$ cat src/rtl/intr_ctrl_pkg.sv
// intr_ctrl_pkg
// Shared definitions for the external interrupt controller:
//   - config register addresses
//   - FSM state encoding
//   - STATUS register bit positions
//   - fixed-priority (lowest index wins) selection helper
package intr_ctrl_pkg;

    localparam logic [1:0] INTC_ENABLE  = 2'd0;
    localparam logic [1:0] INTC_PENDING = 2'd1;
    localparam logic [1:0] INTC_STATUS  = 2'd2;

    localparam int STATUS_ACTIVE_BIT = 8;
    localparam int STATUS_ID_LSB     = 0;
    localparam int ID_W              = 5;

    typedef enum logic [1:0] {
        ST_IDLE    = 2'd0,
        ST_REQ     = 2'd1,
        ST_SERVICE = 2'd2
    } intc_state_e;

    // Index of the lowest set bit; 0 when nothing is set (callers gate on cand != 0).
    function automatic logic [ID_W-1:0] lowest_set(input logic [31:0] vec);
        logic [ID_W-1:0] idx;
        idx = '0;
        for (int i = 31; i >= 0; i--) begin
            if (vec[i]) idx = ID_W'(i);
        end
        return idx;
    endfunction

endpackage

$ cat src/rtl/intr_ctrl_sync_edge.sv
// intr_sync_edge
// Per-source synchroniser followed by a rising-edge detector.
// Ports:
//   i_clk     main clock
//   i_rst_n   synchronous active-low reset
//   i_async   asynchronous interrupt line
//   o_rise    one-cycle pulse when the synchronised line goes 0 -> 1
module intr_sync_edge #(
    parameter int SYNC_STAGES = 2
) (
    input  logic i_clk,
    input  logic i_rst_n,
    input  logic i_async,
    output logic o_rise
);

    logic [SYNC_STAGES-1:0] r_sync;
    logic                   r_prev;

    always_ff @(posedge i_clk) begin
        if (!i_rst_n) begin
            r_sync <= '0;
            r_prev <= 1'b0;
        end else begin
            r_sync <= {r_sync[SYNC_STAGES-2:0], i_async};
            r_prev <= r_sync[SYNC_STAGES-1];
        end
    end

    // Combinational so that pend is set one cycle after the synchronised edge.
    assign o_rise = r_sync[SYNC_STAGES-1] & ~r_prev;

endmodule

$ cat src/rtl/intr_ctrl.sv
// intr_ctrl
// External interrupt controller feeding CP0's level input. Latches
// synchronised rising edges into a pending register, masks them with a
// software enable, picks the lowest-index candidate and tracks it through
// CP0's take / ERET handshake.
// Ports:
//   i_clk, i_rst_n               clock, synchronous active-low reset
//   i_irq_src[N_SRC]             asynchronous interrupt lines
//   i_cfg_we/addr/wdata          config write port
//   o_cfg_rdata                  config read data (combinational on addr)
//   i_ir_taken                   CP0 accepted the request
//   i_eret                       ERET executed
//   o_ir_out                     request level to CP0
//   o_ir_id                      requested / in-service source id
//   o_ir_active                  interrupt in service
//
// state    | meaning
// ---------+-------------------------------------------------------------
// IDLE     | nothing requested; arbitrate among candidates
// REQ      | o_ir_out high, o_ir_id frozen until CP0 takes it or it is withdrawn
// SERVICE  | CP0 is handling o_ir_id; wait for ERET
module intr_ctrl
    import intr_ctrl_pkg::*;
#(
    parameter int N_SRC       = 8,
    parameter int SYNC_STAGES = 2
) (
    input  logic             i_clk,
    input  logic             i_rst_n,
    input  logic [N_SRC-1:0] i_irq_src,
    input  logic             i_cfg_we,
    input  logic [1:0]       i_cfg_addr,
    input  logic [31:0]      i_cfg_wdata,
    output logic [31:0]      o_cfg_rdata,
    input  logic             i_ir_taken,
    input  logic             i_eret,
    output logic             o_ir_out,
    output logic [4:0]       o_ir_id,
    output logic             o_ir_active
);

    intc_state_e     r_state;
    intc_state_e     w_state_nxt;
    logic [ID_W-1:0] r_ir_id;
    logic [ID_W-1:0] w_id_nxt;
    logic [N_SRC-1:0] r_pend;
    logic [N_SRC-1:0] r_enable;

    logic [N_SRC-1:0] w_rise;
    logic [N_SRC-1:0] w_cand;
    logic [N_SRC-1:0] w_w1c_mask;
    logic [N_SRC-1:0] w_take_mask;
    logic [N_SRC-1:0] w_pend_nxt;
    logic [N_SRC-1:0] w_enable_nxt;
    logic             w_take;
    logic [31:0]      w_unused_wdata;

    assign w_unused_wdata = i_cfg_wdata;

    for (genvar g = 0; g < N_SRC; g++) begin : g_src
        intr_sync_edge #(.SYNC_STAGES(SYNC_STAGES)) u_sync (
            .i_clk   (i_clk),
            .i_rst_n (i_rst_n),
            .i_async (i_irq_src[g]),
            .o_rise  (w_rise[g])
        );
    end

    assign w_cand = r_pend & r_enable;
    assign w_take = (r_state == ST_REQ) && i_ir_taken;

    always_comb begin
        w_take_mask = '0;
        for (int i = 0; i < N_SRC; i++) begin
            w_take_mask[i] = w_take && (r_ir_id == ID_W'(i));
        end
    end

    assign w_w1c_mask   = (i_cfg_we && (i_cfg_addr == INTC_PENDING)) ? i_cfg_wdata[N_SRC-1:0] : '0;
    assign w_enable_nxt = (i_cfg_we && (i_cfg_addr == INTC_ENABLE))  ? i_cfg_wdata[N_SRC-1:0] : r_enable;
    // New edges are OR-ed in last so a set beats a simultaneous clear.
    assign w_pend_nxt   = (r_pend & ~w_w1c_mask & ~w_take_mask) | w_rise;

    always_comb begin
        w_state_nxt = r_state;
        w_id_nxt    = r_ir_id;
        case (r_state)
            ST_IDLE: begin
                if (w_cand != '0) begin
                    w_state_nxt = ST_REQ;
                    w_id_nxt    = lowest_set(32'(w_cand));
                end
            end
            ST_REQ: begin
                if (i_ir_taken) begin
                    w_state_nxt = ST_SERVICE;
                end else if ((w_pend_nxt & w_enable_nxt) == '0) begin
                    // Withdraw using next-cycle values so ir_out drops right after the write.
                    w_state_nxt = ST_IDLE;
                end
            end
            ST_SERVICE: begin
                if (i_eret) w_state_nxt = ST_IDLE;
            end
            default: w_state_nxt = ST_IDLE;
        endcase
    end

    always_ff @(posedge i_clk) begin
        if (!i_rst_n) begin
            r_state  <= ST_IDLE;
            r_ir_id  <= '0;
            r_pend   <= '0;
            r_enable <= '0;
        end else begin
            r_state  <= w_state_nxt;
            r_ir_id  <= w_id_nxt;
            r_pend   <= w_pend_nxt;
            r_enable <= w_enable_nxt;
        end
    end

    assign o_ir_out    = (r_state == ST_REQ);
    assign o_ir_active = (r_state == ST_SERVICE);
    assign o_ir_id     = r_ir_id;

    always_comb begin
        o_cfg_rdata = '0;
        case (i_cfg_addr)
            INTC_ENABLE:  o_cfg_rdata[N_SRC-1:0] = r_enable;
            INTC_PENDING: o_cfg_rdata[N_SRC-1:0] = r_pend;
            INTC_STATUS: begin
                o_cfg_rdata[STATUS_ACTIVE_BIT]          = o_ir_active;
                o_cfg_rdata[STATUS_ID_LSB +: ID_W]      = r_ir_id;
            end
            default: o_cfg_rdata = '0;
        endcase
    end

endmodule

$ cat config.mk
export PLATFORM = sky130hd
export DESIGN_NAME = intr_ctrl
export DESIGN_NICKNAME = d
export VERILOG_FILES = /design/src/rtl/intr_ctrl_pkg.sv /design/src/rtl/intr_ctrl_sync_edge.sv /design/src/rtl/intr_ctrl.sv
export SDC_FILE = /design/constraint.sdc
export NUM_CORES = 1
export LEC_CHECK = 0
export BUFFER_PORTS_ARGS = -buffer_cell sky130_fd_sc_hd__buf_4
export CAP_MARGIN = 30
export CELL_PAD_IN_SITES_DETAIL_PLACEMENT = 0
export CELL_PAD_IN_SITES_GLOBAL_PLACEMENT = 1
export CORE_ASPECT_RATIO = 0.5
export CORE_UTILIZATION = 37
export DETAILED_ROUTE_END_ITERATION = 8
export PLACE_DENSITY = 0.85
export SLEW_MARGIN = 0
export SYNTH_ARGS = -nofsm -noshare
export SYNTH_HDL_FRONTEND = slang
export SYNTH_SLANG_ARGS = --single-unit
$ cat constraint.sdc
create_clock -name i_clk -period 5.9 [get_ports i_clk]
set_clock_uncertainty 0.15 [all_clocks]
set_input_delay 0.59 -clock i_clk [delete_from_list [all_inputs] [get_ports i_clk]]
set_output_delay 0.59 -clock i_clk [all_outputs]
set_load 0.01 [all_outputs]
# After elaboration in Yosys (flattened, before gate mapping)
# Cells that the tools add are included.
[op_classes]
n_bitwise = 23
eq_ne = 14
n_reduce_logical = 18
mux = 18
[op_table]
columns = ["op", "count"]
rows = [
  ["2-to-1 mux 5 bit", 7],
  ["bitwise AND 8 bit", 4],
  ["equality test 5 x 3 -> 1 bit, second input constant", 4],
  ["2-to-1 mux 8 bit", 2],
  ["NOT 8 bit", 2],
  ["case mux 5 bit (3 select lines)", 1],
  ["logical AND 1 bit", 11],
  ["equality test 5 x 2 -> 1 bit, second input constant", 2],
  ["bitwise AND 1 bit", 8],
  ["zero test 8 bit", 1],
  ["2-to-1 mux 2 bit", 4],
  ["NOT 1 bit", 8],
  ["OR 8 bit", 1],
  ["nonzero test 8 bit", 1],
  ["case mux 2 bit (3 select lines)", 1],
  ["case mux 3 bit (2 select lines)", 1],
  ["equality test 5 x 1 -> 1 bit, second input constant", 1],
  ["zero test 5 bit", 1],
  ["equality test 2 x 1 -> 1 bit, second input constant", 2],
  ["equality test 2 bit, second input constant", 2],
  ["zero test 2 bit", 2],
  ["!= test 2 bit, second input constant", 2],
  ["2-to-1 mux 3 bit", 1],
  ["!= test 3 x 2 -> 1 bit, second input constant", 1],
  ["other kinds (3)", 3],
]
[word_totals]
inputBits = 47
wordCells = 93
output_inout_bits = 39
regBits = 47

# Logic depth before layout (Yosys ltp)
# Gate-level depths: netlist (run 1).
[depth]
word_depth = 12
depth_mapped = 8
depth_no_buf = 6

# Modules after synthesis
# Synthesis (run 1) repeated with hierarchy kept, for this count alone.
[hier_totals]
hier_cells = 230
hier_area_um2 = 2175.8
[modules_own_cells]
columns = ["module", "area_each_um2", "cells_per_inst", "seq_area_each_um2", "n_inst"]
rows = [
  ["intr_ctrl", 1435.1, 174, 420.4, 1],
  ["intr_sync_edge", 92.6, 7, 60.1, 8],
]

# Least setup slack after synthesis (run 1)
# OpenSTA, ideal clock, no wires.
[synth_timing]
path_kind = "input -> register"
from = "in i_cfg_addr[1]"
to = "reg r_state[0]"
t_required_ps = 5633
setup_slack_ps = 3494
n_path_buf = 2
setup_time_ps = 117
path_stages = 7
arrival_time_ps = 2138
cell_sequence = "buf_4 > nor3b_1 > buf_2 > mux2_2 > a2111oi_0 > nand2_1 > a32o_1"
[synth_between]
elab_chain_len = 11
elab_cells_between_ends = 14
classes_between = "2 x eq/ne; 2 x mux; 5 x bitwise; 5 x reduce/logical"
[synth_rtl]
columns = ["item", "line_no", "text"]
rows = [
  ["start: declaration", "intr_ctrl.sv:32", "input logic [1:0] i_cfg_addr,"],
  ["equality test 2 x 1 -> 1 bit", "intr_ctrl.sv:79", "assign w_w1c_mask = (i_cfg_we && (i_cfg_addr == INTC_PENDING)) ? i_cfg_wdata[N_SRC-1:0] : '0;"],
  ["logical AND 1 bit", "intr_ctrl.sv:79", ""],
  ["2-to-1 mux 8 bit", "intr_ctrl.sv:79", ""],
  ["NOT 8 bit", "intr_ctrl.sv:82", "assign w_pend_nxt = (r_pend & ~w_w1c_mask & ~w_take_mask) | w_rise;"],
  ["bitwise AND 8 bit (2 in a row)", "intr_ctrl.sv:82", ""],
  ["OR 8 bit", "intr_ctrl.sv:82", ""],
  ["bitwise AND 8 bit (*)", "intr_ctrl.sv:97", "end else if ((w_pend_nxt & w_enable_nxt) == '0) begin"],
  ["zero test 8 bit (*)", "intr_ctrl.sv:97", ""],
  ["!= test 3 x 2 -> 1 bit (no line) (*)", "-", ""],
  ["AND reduction 3 bit (no line) (*)", "-", ""],
  ["end signal: assignment", "intr_ctrl.sv:116", "r_state <= w_state_nxt;"],
  ["end: declaration", "intr_ctrl.sv:42", "intc_state_e r_state;"],
]
# Mark *: on every way between the ends. The rest lies on a longest branch, timed or not.
# A chain may end at the register's enable or synchronous reset.

# Worst setup path in the final report (run 1)
[layout_timing]
from = "in i_cfg_addr[0]"
to = "reg r_state[0]"
# Same word-level chain as after synthesis.

==> results of run 1 <==
worst max-delay path, stage by stage:
cell and delay, ps:
buf_4 190, nor3b_1 200, buf_4 220, mux2_2 360
a2111oi_0 480, nand2_1 160, a32o_1 270
through the flow:
step           std cells  worst slack, ps
2_1_floorplan        247             3490
4_1_cts              328             3520
6_report             328             3470
3_3_place_gp         320             3190
5_1_grt              328             3310
3_5_place_dp         320             3190
cells in the final DEF (no fill, tap or decap), types with 3 or more instances in the layout:
cell type / netlist / routed
a21oi_1: 17 / 17
and2_1: 28 / 28
buf_4: 26 / 37
clkbuf_8: 0 / 6
conb_1: 1 / 25
dfxtp_1: 45 / 45
mux2i_1: 14 / 14
nand2_1: 19 / 19
nand2b_1: 8 / 8
nand3b_1: 3 / 3
nor2_1: 15 / 15
nor2b_1: 4 / 4
o21ai_0: 4 / 4
o221ai_1: 8 / 8
state kept, by name, summed over array words and instances (netlist names):
signal,cells
o_ir_id,3
r_pend,8
r_enable,8
g_src.u_sync.r_prev,8
r_state,2
g_src.u_sync.r_sync,16
where the power goes:
part	internal, mW	switching, mW	total (mW)
combinational	0.0280	0.0334	0.0614
sequential	0.316	0.00770	0.323
clock	0.0973	0.109	0.206
total	0.441	0.150	0.591
per-layer routing:
layer | GRT usage | up-vias
li1 | - | 780
met2 | 0.252 | 69
met3 | 0.0321 | 5
met4 | 0.0479 | 0
met5 | 0 | -
met1 | 0.189 | 721
worst min-delay path by stage:
stage / from / to / slack (ps) / depth (start not counted)
after floorplan: g_src[7].u_sync.r_sync[0]$_SDFF_PN0_ / g_src[7].u_sync.r_sync[1]$_SDFF_PN0_ / 260 / 1
after global placement: g_src[7].u_sync.r_sync[0]$_SDFF_PN0_ / g_src[7].u_sync.r_sync[1]$_SDFF_PN0_ / 260 / 1
after detailed placement: g_src[5].u_sync.r_sync[0]$_SDFF_PN0_ / g_src[5].u_sync.r_sync[1]$_SDFF_PN0_ / 270 / 1
after CTS: g_src[6].u_sync.r_sync[0]$_SDFF_PN0_ / g_src[6].u_sync.r_sync[1]$_SDFF_PN0_ / 290 / 1
after global routing: g_src[6].u_sync.r_sync[0]$_SDFF_PN0_ / g_src[6].u_sync.r_sync[1]$_SDFF_PN0_ / 310 / 1
final: g_src[5].u_sync.r_sync[0]$_SDFF_PN0_ / g_src[5].u_sync.r_sync[1]$_SDFF_PN0_ / 290 / 1
area by class of cell:
class	instances	area, sq um
Clock buffer	6	82.6
Clock inverter	2	17.5
Fill cell	520	2740
Inverter	3	11.3
Multi-Input combinational cell	165	975
Sequential cell	45	901
Tap cell	70	87.6
Timing Repair Buffer	37	278
logic make-up after synthesis:
| family | count (synthesis) |
|---|---|
| other cells | 1 |
| simple gates | 85 |
| mux | 16 |
| flops | 45 |
| buf+inv | 37 |
| compound gates | 39 |
==> results.yml, run 1 <==
outcome:
  status: "completed"
global_route:
  grt_pass1_vias: 1395
  grt_start_max_net_pins: 31
  grt-ovfl-total: 0
  grt_pass1_wl_mm: 6.38
  antenna_found_initial: 0
  grt_usage: 0.147
synth:
  yosys.cell_types.count: 31
  yosys-top-cells-area: "dfxtp_1 (44%), buf_4 (9.6%), and2_1 (8.6%)"
  syn_inst: 223
  synth-compound-area-share: 0.130
  synth_top_area_cell: "dfxtp_1"
  synth-seq-cells: 45
  muxShareOfSynthArea: 0.0803
  synth_top_family_by_area: "simple AND/OR/NAND/NOR gates"
  yosys.area_share.simple: 0.225
  async_flop_share: 0
  yosys_warnings: 0
  syn_area_sq_mm: 0.00203
  synth_area_per_cell_sq_um: 9.08
  synth_xor_area_frac: 0
  synth_edf_count: 0
  synth_most_common_cell: "dfxtp_1"
  netlist_top_cells_count: "dfxtp_1 (45), and2_1 (28), buf_4 (26), nand2_1 (19), a21oi_1 (17)"
  synthFlopType: "dfxtp_1"
  synth_fa_ha_area_frac: 0
  seq_area_frac_synth: 0.445
  yosysTopAreaCellShare: 0.445
route:
  drtIter0Drc: 45
  antenna_left: 0
  drc: 0
  via_per_inst: 4.80
  dr_wl_met2_mm: 1.83
  via_count: 1575
  route.met3.wl_um: 218
  routedWlPerCell_um: 12.1
  wl_met1_mm: 1.89
  drt_wl_total_mm: 3.98
  highest_layer: "met4"
  drtPass1Iterations: 4
timing:
  final.min_clock_period_ps: 2430
  finalSetupViolCount: 0
  fmax_ghz: 0.412
  fin_setup_tns_ps: 0
  fin_crit_sh: 0.411
  slew_headroom: 0.658
  worst_slew_pin_slew_ps: 501
  whs_ps: 287
  finalHoldViolCount: 0
  grt_setup_unrepaired: "false"
  slew_violations: 0
die:
  start_util: 0.398
  die_w_um: 107
  coreArea_sq_mm: 0.00509
  die_area_sq_mm: 0.00579
  rows: 18
  fp.dieH_um: 54.3
  io_pins: 86
cts:
  post_cts_resized: 0
  cts_tree: "done"
  cts_max_path_buffers: 2
  insertion_delay_ps: 300
  path_clk_slew_ps: 90
  cts_sinks: 45
  hold_buffers: 0
  cts_setup_buffers: 0
  cts-root-buf: "clkbuf_8"
  cts_inserted_buffers: 5
  cts_max_level: 2
final_layout:
  antennaDiodeCount: 0
  layout-drive-gt1-share: 0.194
  area_growth_pct: 16.1
  fin_util: 0.462
  design_area_sq_mm: 0.00235
  num-nets-final: 304
critical_path:
  end_kind: "flop"
  worstSetupStartpoint: "i_cfg_addr[0]"
  crit_path_max_fanout: 18
  critical_path.endpoint: "r_state[0]$_SDFFE_PN0P_"
  path_class: "input port to flop"
  r2r_slack_ps: 3510
  reg2reg_from: "o_ir_id[2]$_SDFFE_PN0P_"
  r2r_end: "r_state[0]$_SDFFE_PN0P_"
  worstPathArrival_ps: 2480
  critPathLaunchType: "input port"
  worst_ep_required_time_ps: 5950
  ff2ff_path_depth: 6
power_and_ir_drop:
  p_leak_nw: 1.00
  power_uw: 591
  ir_worst_vdd_mv: 0.0959
  power_density_mw_per_mm2: 251
placement:
  place.gp.congestion: 0.839
  numPortBuffers: 36
  placed_area_sq_mm: 0.00225
  place_hpwl_mm: 2.94
min_path:
  hold_class: "flop to flop"
flow_run:
  maxCapViolations: 0
Note: power is estimated with default switching activity, not from simulation.
==> run 2, diff against run 1 <==
--- a/config.mk
+++ b/config.mk
@@ -5,14 +5,15 @@
 export SDC_FILE = /design/constraint.sdc
 export NUM_CORES = 1
 export LEC_CHECK = 0
+export ABC_AREA = 1
 export BUFFER_PORTS_ARGS = -buffer_cell sky130_fd_sc_hd__buf_4
 export CAP_MARGIN = 30
 export CELL_PAD_IN_SITES_DETAIL_PLACEMENT = 0
 export CELL_PAD_IN_SITES_GLOBAL_PLACEMENT = 1
 export CORE_ASPECT_RATIO = 0.5
-export CORE_UTILIZATION = 37
+export CORE_UTILIZATION = 33
 export DETAILED_ROUTE_END_ITERATION = 8
-export PLACE_DENSITY = 0.85
+export PLACE_DENSITY = 0.79
 export SLEW_MARGIN = 0
 export SYNTH_ARGS = -nofsm -noshare
 export SYNTH_HDL_FRONTEND = slang
==> constraint.sdc (replaced) <==
create_clock -name i_clk -period 2.45 [get_ports i_clk]
set_clock_uncertainty 0.15 [all_clocks]
set_input_delay 0.245 -clock i_clk [delete_from_list [all_inputs] [get_ports i_clk]]
set_output_delay 0.245 -clock i_clk [all_outputs]
set_load 0.01 [all_outputs]
==> results.yml, run 2 <==
die:
  io_pins: 86
  fp.dieH_um: 60.0
  coreArea_sq_mm: 0.00628
  start_util: 0.353
  rows: 20
  die_w_um: 118
  die_area_sq_mm: 0.00707
cts:
  path_clk_slew_ps: 60
  cts_max_level: 2
  cts_inserted_buffers: 5
  cts-root-buf: "clkbuf_16"
  insertion_delay_ps: 280
  cts_tree: "done"
  post_cts_resized: 0
  cts_sinks: 45
  cts_max_path_buffers: 2
final_layout:
  final_cells: 456
  most-common-layout-cells: "nand2_1 (86), inv_1 (68), dfxtp_1 (45), buf_4 (36), nor2_1 (34)"
  top_register: "g_src.u_sync.r_sync"
  num-nets-final: 414
  area_growth_pct: 22.3
  largest_reg_flops: 16
  final_common_cell: "nand2_1"
  antennaDiodeCount: 0
  layout-drive-gt1-share: 0.152
min_path:
  hold_class: "input port to flop"
  hold_start: "i_eret"
synth:
  yosys-top-cells-area: "dfxtp_1 (41%), nand2_1 (15%), inv_1 (12%)"
  syn_area_sq_mm: 0.00222
  synth_top_family_by_area: "simple AND/OR/NAND/NOR gates"
  synth_xor_area_frac: 0
  synth-compound-area-share: 0.109
  yosysTopAreaCellShare: 0.406
  seq_area_frac_synth: 0.406
  yosys.cell_types.count: 29
  synth_area_per_cell_sq_um: 6.82
  yosys_warnings: 0
  synth_most_common_cell: "nand2_1"
  netlist_top_cells_count: "nand2_1 (86), inv_1 (68), dfxtp_1 (45), nor2_1 (34), buf_4 (25)"
  synthFlopType: "dfxtp_1"
  synth-seq-cells: 45
  syn_inst: 325
  synth_fa_ha_area_frac: 0
  async_flop_share: 0
  yosys.area_share.simple: 0.264
  synth_edf_count: 0
  synth_top_area_cell: "dfxtp_1"
  muxShareOfSynthArea: 0
critical_path:
  worst_ep_required_time_ps: 2440
  crit_chain: "nand3_2 > nor2_1 > o21ai_1 > nand2_1 > nand2_1 > nor2_1 > nand2_1 > nand2_1 > a21oi_2"
  r2r_slack_ps: 720
  crit_path_max_fanout: 9
  worstPathArrival_ps: 1730
  path_class: "flop to flop"
  crit_buf_inv: 0
  reg2reg_from: "r_state[0]$_SDFFE_PN0P_"
  cp_slowest_cell: "dfxtp_1"
  crit_path_max_incr_delay_ps: 420
  cp_top_family: "simple AND/OR/NAND/NOR gates"
  worstSetupStartpoint: "r_state[0]$_SDFFE_PN0P_"
  critPathLaunchType: "flop"
  end_kind: "flop"
  path_common_cell: "nand2_1"
timing:
  finalHoldViolCount: 0
  finalSetupViolCount: 0
  worst_slew_pin_slew_ps: 689
  final.min_clock_period_ps: 1730
  fin_setup_tns_ps: 0
  slew_violations: 0
  grt_setup_unrepaired: "false"
  fin_crit_sh: 0.708
  fmax_ghz: 0.576
  slew_headroom: 0.540
route:
  drtPass1Iterations: 4
  via_count: 1898
  via_per_inst: 4.16
  drtIter0Drc: 81
  routedWlPerCell_um: 10.6
  antenna_left: 0
  drt_wl_total_mm: 4.84
  drc: 0
power_and_ir_drop:
  ir_worst_vdd_mv: 0.287
  p_leak_nw: 1.41
  power_density_mw_per_mm2: 646
placement:
  dp.cells: 440
  place_hpwl_mm: 3.55
  place.gp.congestion: 0.895
  numPortBuffers: 36
flow_run:
  maxCapViolations: 0
global_route:
  grt_start_max_net_pins: 27
  grt_pass1_wl_mm: 7.96
  antenna_found_initial: 0
  grt_usage: 0.144
  grt-ovfl-total: 0
  grt_pass1_vias: 1744
outcome:
  status: "completed"
==> run 2: changes by cell type in the layout (fill, tap and decap cells not counted), moves of 9 or more <==
cell,before,now
a21oi_1,17,2
mux2i_1,14,0
and2_1,28,0
nor2_1,15,34
inv_1,2,68
nand2_1,19,86
o21ai_0,4,13
==> run 2: final cells by class <==
| type | count | area (sq um) |
|---|---|---|
| well taps | 88 | 110 |
| flip-flops and latches | 45 | 901 |
| multi-input cells | 202 | 920 |
| fillers | 651 | 3570 |
| repair buffers | 44 | 350 |
| clock buffers | 5 | 125 |
| inverters | 69 | 259 |
| clock inverters | 3 | 47.5 |
==> run 2: path summary, 6_finish.rpt <==
| kind | cells past startpoint | end |
|---|---|---|
| worst min-delay path | 4 | r_state[1]$_SDFFE_PN0P_ |
| worst max-delay path | 9 | r_state[0]$_SDFFE_PN0P_ |
| worst max register to register | 9 | r_state[0]$_SDFFE_PN0P_ |
| worst min register to register | 2 | g_src[7].u_sync.r_sync[1]$_SDFF_PN0_ |
==> run 2: through the flow <==
step	area, sq um	power [mW]	setup slack (ps)	hold slack (ps)	util
finish	2710	1.75	715	59.4	0.432
global placement	2460	0.971	611	245	0.392
floorplan	2310	0.938	1020	193	-
detailed placement	2460	0.976	590	248	0.392
CTS	2710	1.77	723	56.1	0.432
global route	2710	1.82	560	80.0	0.432
==> run 2: what timing repair did <==
item / CTS / global route
hold endpoints to repair: 8 / 0
hold buffers: 8 / 0
setup buffers: 0 / 0
==> run 2: kinds of logic (layout without fill, tap and decap cells) <==
logic type,Yosys count,in the layout
buffers and inverters,102,121
AND/OR/NAND/NOR,141,141
flip-flops,45,45
AO/OA/AOI/OAI,36,36
other,1,25
==> run 2: routing by layer <==
metal,vias up,global-route usage,wire length [um]
met2,56,0.254,2150
met3,4,0.0267,190
li1,1013,-,-
met4,0,0.0330,39
met1,825,0.188,2460
met5,-,0,0
==> run 2: worst register-to-register path: cells and delay by family, from the launching register on <==
family	cells	cell delay, ps
flops	1	420
simple gates	7	870
compound gates	2	160
==> run 2: report_power, final <==
| part | internal (mW) | total [mW] | switching, mW |
|---|---|---|---|
| logic | 0.0749 | 0.188 | 0.113 |
| clock network | 0.488 | 0.784 | 0.295 |
| registers | 0.762 | 0.781 | 0.0192 |
==> run 3, diff against run 2 <==
--- a/config.mk
+++ b/config.mk
@@ -5,15 +5,15 @@
 export SDC_FILE = /design/constraint.sdc
 export NUM_CORES = 1
 export LEC_CHECK = 0
-export ABC_AREA = 1
+export ABC_AREA = 0
 export BUFFER_PORTS_ARGS = -buffer_cell sky130_fd_sc_hd__buf_4
 export CAP_MARGIN = 30
 export CELL_PAD_IN_SITES_DETAIL_PLACEMENT = 0
 export CELL_PAD_IN_SITES_GLOBAL_PLACEMENT = 1
 export CORE_ASPECT_RATIO = 0.5
-export CORE_UTILIZATION = 33
+export CORE_UTILIZATION = 31
 export DETAILED_ROUTE_END_ITERATION = 8
-export PLACE_DENSITY = 0.79
+export PLACE_DENSITY = 0.76
 export SLEW_MARGIN = 0
 export SYNTH_ARGS = -nofsm -noshare
 export SYNTH_HDL_FRONTEND = slang
==> constraint.sdc (replaced) <==
create_clock -name i_clk -period 1.5 [get_ports i_clk]
set_clock_uncertainty 0.15 [all_clocks]
set_input_delay 0.15 -clock i_clk [delete_from_list [all_inputs] [get_ports i_clk]]
set_output_delay 0.15 -clock i_clk [all_outputs]
set_load 0.01 [all_outputs]
==> results.yml, run 3 (same netlist as run 1, synthesis figures left out) <==
critical_path:
  reg2reg_from: "r_state[1]$_SDFFE_PN0P_"
  critPathLaunchType: "flop"
  crit_path_max_incr_delay_ps: 410
  path_class: "flop to flop"
  cp_slowest_cell: "or3b_4"
  worst_ep_required_time_ps: 1530
  r2r_end: "r_state[0]$_SDFFE_PN0P_"
  crit_chain: "or3b_4 > o221ai_2 > o21ai_2 > a2111oi_2 > nand2_1 > a32o_1"
  crit_path_max_fanout: 5
  end_kind: "flop"
  r2r_slack_ps: -510
  cp_top_family: "compound AO/OA/AOI/OAI gates"
  ff2ff_path_depth: 6
  crit_buf_inv: 0
  worstPathArrival_ps: 2040
route:
  antenna_left: 0
  drc: 0
  drtIter0Drc: 77
  routedWlPerCell_um: 12.1
  drtPass1Iterations: 4
  via_count: 1735
  drt_wl_total_mm: 4.76
  via_per_inst: 4.41
final_layout:
  area_growth_pct: 47.3
  final_common_cell: "buf_4"
  top_register: "g_src.u_sync.r_sync"
  fillCellCount: 560
  num-nets-final: 351
  most-common-layout-cells: "buf_4 (75), dfxtp_1 (36), and2_1 (27), conb_1 (25), nand2_1 (16)"
  final_cells: 393
  multiInputGateArea_sq_mm: 0.00113
  layout-drive-gt1-share: 0.400
  final-seq-area_sq_um: 922
  antennaDiodeCount: 0
  largest_reg_flops: 16
cts:
  cts_tree: "done"
  cts_sinks: 45
  cts-root-buf: "clkbuf_16"
  cts_inserted_buffers: 5
  path_clk_slew_ps: 70
  cts_max_level: 2
  cts_max_path_buffers: 2
  insertion_delay_ps: 290
timing:
  fin_crit_sh: 1.34
  fmax_ghz: 0.498
  finalHoldViolCount: 0
  whs_ps: 52.9
  slew_violations: 0
  worst_slack_ps: -507
  finalSetupViolCount: 3
  grt_setup_unrepaired: "true"
  final.min_clock_period_ps: 2010
die:
  start_util: 0.328
  rows: 20
  fp.dieH_um: 59.2
  die_w_um: 116
  die_area_sq_mm: 0.00688
  io_pins: 86
  coreArea_sq_mm: 0.00618
min_path:
  hold_end: "o_ir_id[2]$_SDFFE_PN0P_"
  min_path_cells: 2
  hold_start: "i_rst_n"
  hold_class: "input port to flop"
flow_run:
  maxCapViolations: 0
global_route:
  grt_pass1_wl_mm: 7.58
  grt_start_max_net_pins: 18
  antenna_found_initial: 0
  grt_pass1_vias: 1614
  grt-ovfl-total: 0
  grt_usage: 0.147
placement:
  dp.cells: 374
  numPortBuffers: 36
  place_hpwl_mm: 3.47
  place.gp.congestion: 0.841
power_and_ir_drop:
  power_density_mw_per_mm2: 929
  ir_worst_vdd_mv: 0.504
  p_leak_nw: 1.30
outcome:
  failed_checks: "setup timing"
  status: "finished with violations"
run 3: cell types whose count changed in the layout (fill, tap and decap cells not counted), moves of 8 or more:
cell / before / now
nor2_1: 34 / 15
and2_1: 0 / 27
mux2i_1: 0 / 14
inv_1: 68 / 2
nand2b_1: 0 / 8
o21ai_0: 13 / 3
a21oi_1: 2 / 15
nand2_1: 86 / 16
dfxtp_1: 45 / 36
nand4_1: 8 / 0
buf_4: 36 / 75
run 3: power by group:
| group | switching (mW) | total, mW | internal, mW |
|---|---|---|---|
| registers | 0.0325 | 1.27 | 1.24 |
| clock network | 0.476 | 1.15 | 0.672 |
| logic | 0.167 | 0.353 | 0.186 |
| total | 0.676 | 2.77 | 2.10 |
run 3: worst max-delay path by stage:
stage                            start                 endpoint  slack, ps  cells after the start
3_5_place_dp   r_state[1]$_SDFFE_PN0P_  r_state[0]$_SDFFE_PN0P_       -540                      6
5_1_grt        o_ir_id[2]$_SDFFE_PN0P_  r_state[0]$_SDFFE_PN0P_       -600                      6
2_1_floorplan  o_ir_id[0]$_SDFFE_PN0P_  r_state[0]$_SDFFE_PN0P_       -390                      6
6_report       r_state[1]$_SDFFE_PN0P_  r_state[0]$_SDFFE_PN0P_       -510                      6
4_1_cts        o_ir_id[0]$_SDFFE_PN0P_  r_state[0]$_SDFFE_PN0P_       -530                      6
3_3_place_gp   r_state[1]$_SDFFE_PN0P_  r_state[0]$_SDFFE_PN0P_       -490                      6
run 3: layer usage:
| layer | routed length, um | vias up | GRT usage |
|---|---|---|---|
| met1 | 2280 | 798 | 0.184 |
| met3 | 221 | 7 | 0.0286 |
| li1 | - | 872 | - |
| met5 | 0 | - | 0 |
| met2 | 2200 | 58 | 0.256 |
| met4 | 65 | 0 | 0.0495 |
run 3: final cells by class:
class,instances,share of cell area
clock inverters,2,0.00587
well taps,88,0.0369
repair buffers,84,0.219
multi-input cells,165,0.379
clock buffers,6,0.0466
inverters,3,0.00378
flip-flops and latches,45,0.309
run 3: per-stage QoR:
stage	area [sq um]	utilization	worst slack, ps	setup TNS, ps	power, mW
floorplan	2160	-	-394	-394	1.50
global placement	2580	0.418	-494	-576	1.60
detailed placement	2580	0.418	-541	-760	1.61
CTS	2870	0.465	-527	-551	2.77
global route	2980	0.483	-601	-792	2.88
finish	2980	0.483	-507	-516	2.77
run 3: what timing repair did:
| action | 4_1_cts | 5_1_grt |
|---|---|---|
| setup buffers | 0 | 2 |
| pin swaps | 2 | 7 |
| resized for setup | 11 | 26 |
| hold buffers | 9 | 0 |
| setup endpoints to repair | 8 | 11 |
| hold endpoints to repair | 9 | 0 |
